===== config.mk =====
export PLATFORM = sky130hd
export DESIGN_NAME = nyancat_frame_sequencer
export DESIGN_NICKNAME = d
export VERILOG_FILES = /design/src/rtl/nyancat_frame_sequencer.sv
export SDC_FILE = /design/constraint.sdc
export NUM_CORES = 1
export LEC_CHECK = 0
export ABC_AREA = 1
export CELL_PAD_IN_SITES_DETAIL_PLACEMENT = 1
export CELL_PAD_IN_SITES_GLOBAL_PLACEMENT = 2
export CORE_MARGIN = 3
export CORE_UTILIZATION = 29
export DETAILED_ROUTE_END_ITERATION = 8
export HOLD_SLACK_MARGIN = 0.12
export PLACE_DENSITY = 0.75
export SLEW_MARGIN = 20
export SYNTH_ARGS = -nofsm -noshare
export SYNTH_HDL_FRONTEND = slang
export SYNTH_SLANG_ARGS = --single-unit

===== constraint.sdc =====
create_clock -name px_clk -period 0.8 [get_ports px_clk]
set_input_delay 0.16 -clock px_clk [delete_from_list [all_inputs] [get_ports px_clk]]
set_output_delay 0.16 -clock px_clk [all_outputs]
set_load 0.005 [all_outputs]

===== src/rtl/nyancat_frame_sequencer.sv =====
// Animation frame sequencer for the nyancat renderer.
// The frame index only moves at vertical-blank start, so each displayed field shows a single
// frame. A small command port selects the rate, direction, pause and single-step.
module nyancat_frame_sequencer #(
  parameter int unsigned NUM_FRAMES  = 12,
  parameter int unsigned IDX_W       = 4,
  parameter int unsigned DIV_W       = 8,
  parameter int unsigned DEFAULT_DIV = 6
) (
  input  logic             px_clk,
  input  logic             reset_n,
  input  logic             vblank_start,
  input  logic             cmd_valid,
  output logic             cmd_ready,
  input  logic [1:0]       cmd_op,
  input  logic [DIV_W-1:0] cmd_arg,
  output logic [IDX_W-1:0] frame_index,
  output logic             frame_strobe,
  output logic             playing
);

  typedef enum logic [1:0] {StPlay, StPause, StStep} state_e;

  localparam logic [1:0]       OpSetDiv = 2'd0;
  localparam logic [1:0]       OpPlay   = 2'd1;
  localparam logic [1:0]       OpPause  = 2'd2;
  localparam logic [1:0]       OpStep   = 2'd3;
  localparam logic [DIV_W-1:0] DefDiv   = DIV_W'(DEFAULT_DIV);
  localparam logic [IDX_W-1:0] LastIdx  = IDX_W'(NUM_FRAMES - 1);

  logic [1:0] rst_sync_q;
  logic       rst_n_int;

  state_e           state_q, state_d;
  logic [DIV_W-1:0] div_q, div_d;
  logic             dir_q, dir_d;
  logic [DIV_W-1:0] tick_q, tick_d;
  logic [IDX_W-1:0] idx_q, idx_d;
  logic             strobe_q, strobe_d;

  logic [DIV_W-1:0] div_eff;
  logic             advance;
  logic             cmd_fire;

  // Reset asserts immediately; its release is synchronised to px_clk.
  always_ff @(posedge px_clk or negedge reset_n) begin
    if (!reset_n) rst_sync_q <= 2'b00;
    else          rst_sync_q <= {rst_sync_q[0], 1'b1};
  end

  assign rst_n_int = rst_sync_q[1];

  assign cmd_ready = (state_q != StStep);
  assign cmd_fire  = cmd_valid && cmd_ready;

  // Next state: vblank is evaluated on the current state, then an accepted command overrides.
  always_comb begin
    state_d  = state_q;
    div_d    = div_q;
    dir_d    = dir_q;
    tick_d   = tick_q;
    idx_d    = idx_q;
    strobe_d = 1'b0;
    advance  = 1'b0;
    div_eff  = (div_q == '0) ? DIV_W'(1) : div_q;

    if (vblank_start) begin
      case (state_q)
        StPlay: begin
          if (tick_q == div_eff - DIV_W'(1)) begin
            advance = 1'b1;
            tick_d  = '0;
          end else begin
            tick_d = tick_q + DIV_W'(1);
          end
        end
        StStep: begin
          advance = 1'b1;
          state_d = StPause;
        end
        default: ;
      endcase
    end

    if (advance) begin
      strobe_d = 1'b1;
      if (!dir_q) idx_d = (idx_q == LastIdx) ? '0 : idx_q + IDX_W'(1);
      else        idx_d = (idx_q == '0) ? LastIdx : idx_q - IDX_W'(1);
    end

    if (cmd_fire) begin
      case (cmd_op)
        OpSetDiv: begin
          div_d  = cmd_arg;
          tick_d = '0;
        end
        OpPlay: begin
          dir_d   = cmd_arg[0];
          tick_d  = '0;
          state_d = StPlay;
        end
        OpPause: state_d = StPause;
        OpStep: begin
          dir_d   = cmd_arg[0];
          state_d = StStep;
        end
        default: ;
      endcase
    end
  end

  // Sequencer state and registered outputs.
  always_ff @(posedge px_clk or negedge rst_n_int) begin
    if (!rst_n_int) begin
      state_q  <= StPlay;
      div_q    <= DefDiv;
      dir_q    <= 1'b0;
      tick_q   <= '0;
      idx_q    <= '0;
      strobe_q <= 1'b0;
    end else begin
      state_q  <= state_d;
      div_q    <= div_d;
      dir_q    <= dir_d;
      tick_q   <= tick_d;
      idx_q    <= idx_d;
      strobe_q <= strobe_d;
    end
  end

  assign frame_index  = idx_q;
  assign frame_strobe = strobe_q;
  assign playing      = (state_q == StPlay);

`ifndef SYNTHESIS
  // The renderer ROM only holds NUM_FRAMES frames.
  always @(posedge px_clk) begin
    if (rst_n_int) begin
      assert (idx_q <= LastIdx) else $error("frame_index out of range: %0d", idx_q);
    end
  end
`endif

endmodule


==> metrics <==
number of distinct library cells after synthesis 29; PwrDens 2080 nW/µm²; total CTS buffers 3; Vias 1630; htree depth 1; setup slack after layout -1270 ps; die width 80.9 µm; Worst path max stage delay 410 ps; vias in the first global route 1786; # rows 26; I/O Pins 21; synth warn 0; Worst setup EP type flip-flop; Routed Antenna Nets 0; asr flop ratio synth 100%; violated checks setup timing; DR pass1 iterations 4; port bufs 20; WP data arrival 2230 ps; maximum vdd ir drop 0.00172 V; Post-synth EDFFs 0; final setup vio count 31; final core occ 51.4%; Leakage Power 1.35 nW; Yosys reg bits 26; synthesized area 1630 µm²; Tot Pwr 5.63 mW; Clock Path Buffers 2; grt ovf 0; layout cells sized above 1 45.0%; Initial Utilization 30.8%; setup TNS -25360 ps; dpl cell area 2300 µm²; path depth of the worst reg2reg path 14; status complete, but fails checks; critical path class flip-flop to flip-flop; Max FO, Critical Path 6; CTS tree yes; Synth Instances 204; WHS 214 ps; GP Congestion 0.757; Layout Skew 5.10 ps; Mean Syn Cell Area 7.97 µm²; fin cells 368; CP top delay family simple AND/OR/NAND/NOR gates; Area contributors post-synth dfrtp_1, nand2_1, xor2_1; Ant. Diodes 0; worst-path cell chain inv_2, nand2_2, nor2_4, nand2_4, nand2_2, inv_2, ha_4, xnor2_2, xor2_1, nand3_1, nor2_2, nand2_4, o21ai_4, nor2_1; initial drt markers 26; count leader, synth nand2_1; Via density 4.43; Synth Flop Type dfrtp_1; Hold Crit Class flip-flop to asynchronous set/reset pin; Area growth syn-to-layout 66.7%; RSZ-0062 raised after global routing true; clk slew on worst S/H paths 90 ps; Total GRT Usage 15.4%; die area 6540 µm²; Worst-Skew Late Latency 270 ps; post-DP HPWL 3.42 mm; FILL cells 657; min Tclk post-route 2070 ps; Place WS -1280 ps; Placed Cells 338; initial antenna violation count 0; Seq/Total Area, Yosys 40.2%; CP Launch Type flip-flop; total area of sequential cells 653 µm²; first-pass GRT wire length 7.78 mm; Die Height 80.9 µm; max cap viols 0; Slew Limit Fails 0; Critical Path RT 960 ps; Total Wirelength 4.61 mm; worst reg2reg startpoint div_q[4]$_DFFE_PN0P_; clk root buf clkbuf_8; final instance area 2710 µm²; wire per inst 12.5 µm; top-area cell type share of the netlist area 37.0%; area of the multi-input gates 1010 µm²; area leader, netlist dfrtp_1; clock sink count 26; slowest CP cell dfrtp_1; Buf/Inv on CP 2; reg-to-reg setup timing slack -1270 ps; core area 5270 µm²; synth cell count leaders nand2_1, inv_1, dfrtp_1; Fmax 0.484 GHz; # DRC 0; syn nets 222; Critical R2R Capture tick_q[6]$_DFF_PN0_; period utilisation layout 258%; fin nets 317; largest net degree at the start of global routing 25; Final Hold Fails 0
placed cells by master (no fill, tap or decap), drive strengths merged, types with 2 or more instances in the layout:
cell type	n
xor2	13
a21oi	8
ha	4
clkbuf	4
inv	30
or2	2
nor2	28
clkdlybuf4s50	15
o21ai	11
dfstp	2
buf	76
nand3	20
dfrtp	24
xnor2	4
nand4	4
nand2	46
metal layers:
metal,global-route usage [%],up-vias,part of all wire (%)
met4,5.24,0,1.7
li1,-,828,-
met2,29.5,19,53
met1,17.5,775,43
met5,0,-,0
met3,1.66,8,1.8
cell type report:
type	instances	share of cell area, %
tap	70	3.23
timing repair buffer	92	29.7
multi-input combinational	146	37.1
inverter	30	4.16
sequential	26	24.1
clock buffer	4	1.66
sequential cells by signal, indices dropped and copies added (netlist names):
signal,count
div_q,8
tick_q,8
frame_index,4
rst_sync_q,2
state_q,2
dir_q,1
frame_strobe,1
report_power, final:
group / leakage [nW] / switching [mW] / total (mW) / internal [mW]
logic: 1.01 / 1.31 / 3.00 / 1.69
registers: 0.323 / 0.277 / 1.85 / 1.57
clock network: 0.0228 / 0.422 / 0.779 / 0.357
total: 1.35 / 2.01 / 5.63 / 3.62
timing repair:
action / in CTS / in global routing
resized for setup: 61 / 13
cloned: 1 / 0
endpoints found under the hold margin: 2 / 0
hold buffers: 1 / 0
buffers inserted: 21 / 8
setup endpoints to repair: 31 / 31
pin swaps: 12 / 11
worst max-delay path by stage:
stage / from / end / depth (start not counted)
after floorplan: div_q[2]$_DFFE_PN1P_ / frame_index[2]$_DFFE_PN0P_ / 16
after global routing: div_q[4]$_DFFE_PN0P_ / tick_q[7]$_DFF_PN0_ / 14
final: div_q[4]$_DFFE_PN0P_ / tick_q[6]$_DFF_PN0_ / 14
after CTS: div_q[4]$_DFFE_PN0P_ / frame_index[1]$_DFFE_PN0P_ / 16
after global placement: div_q[1]$_DFFE_PN1P_ / frame_index[3]$_DFFE_PN0P_ / 18
after detailed placement: div_q[4]$_DFFE_PN0P_ / frame_index[2]$_DFFE_PN0P_ / 16
cells by family (layout without fill, tap and decap cells):
logic type	after synthesis	in the layout	synth area share, %
flip-flops	26	26	40.2
adder cells (fa/ha/maj)	4	4	3.08
AND/OR/NAND/NOR	103	103	31.5
other	1	1	0.231
XOR/XNOR	17	17	9.16
multiplexers	1	1	0.924
buffers and inverters	32	126	7.93
AO/OA/AOI/OAI	20	20	7.01
Power figures use the tool's default switching activity.
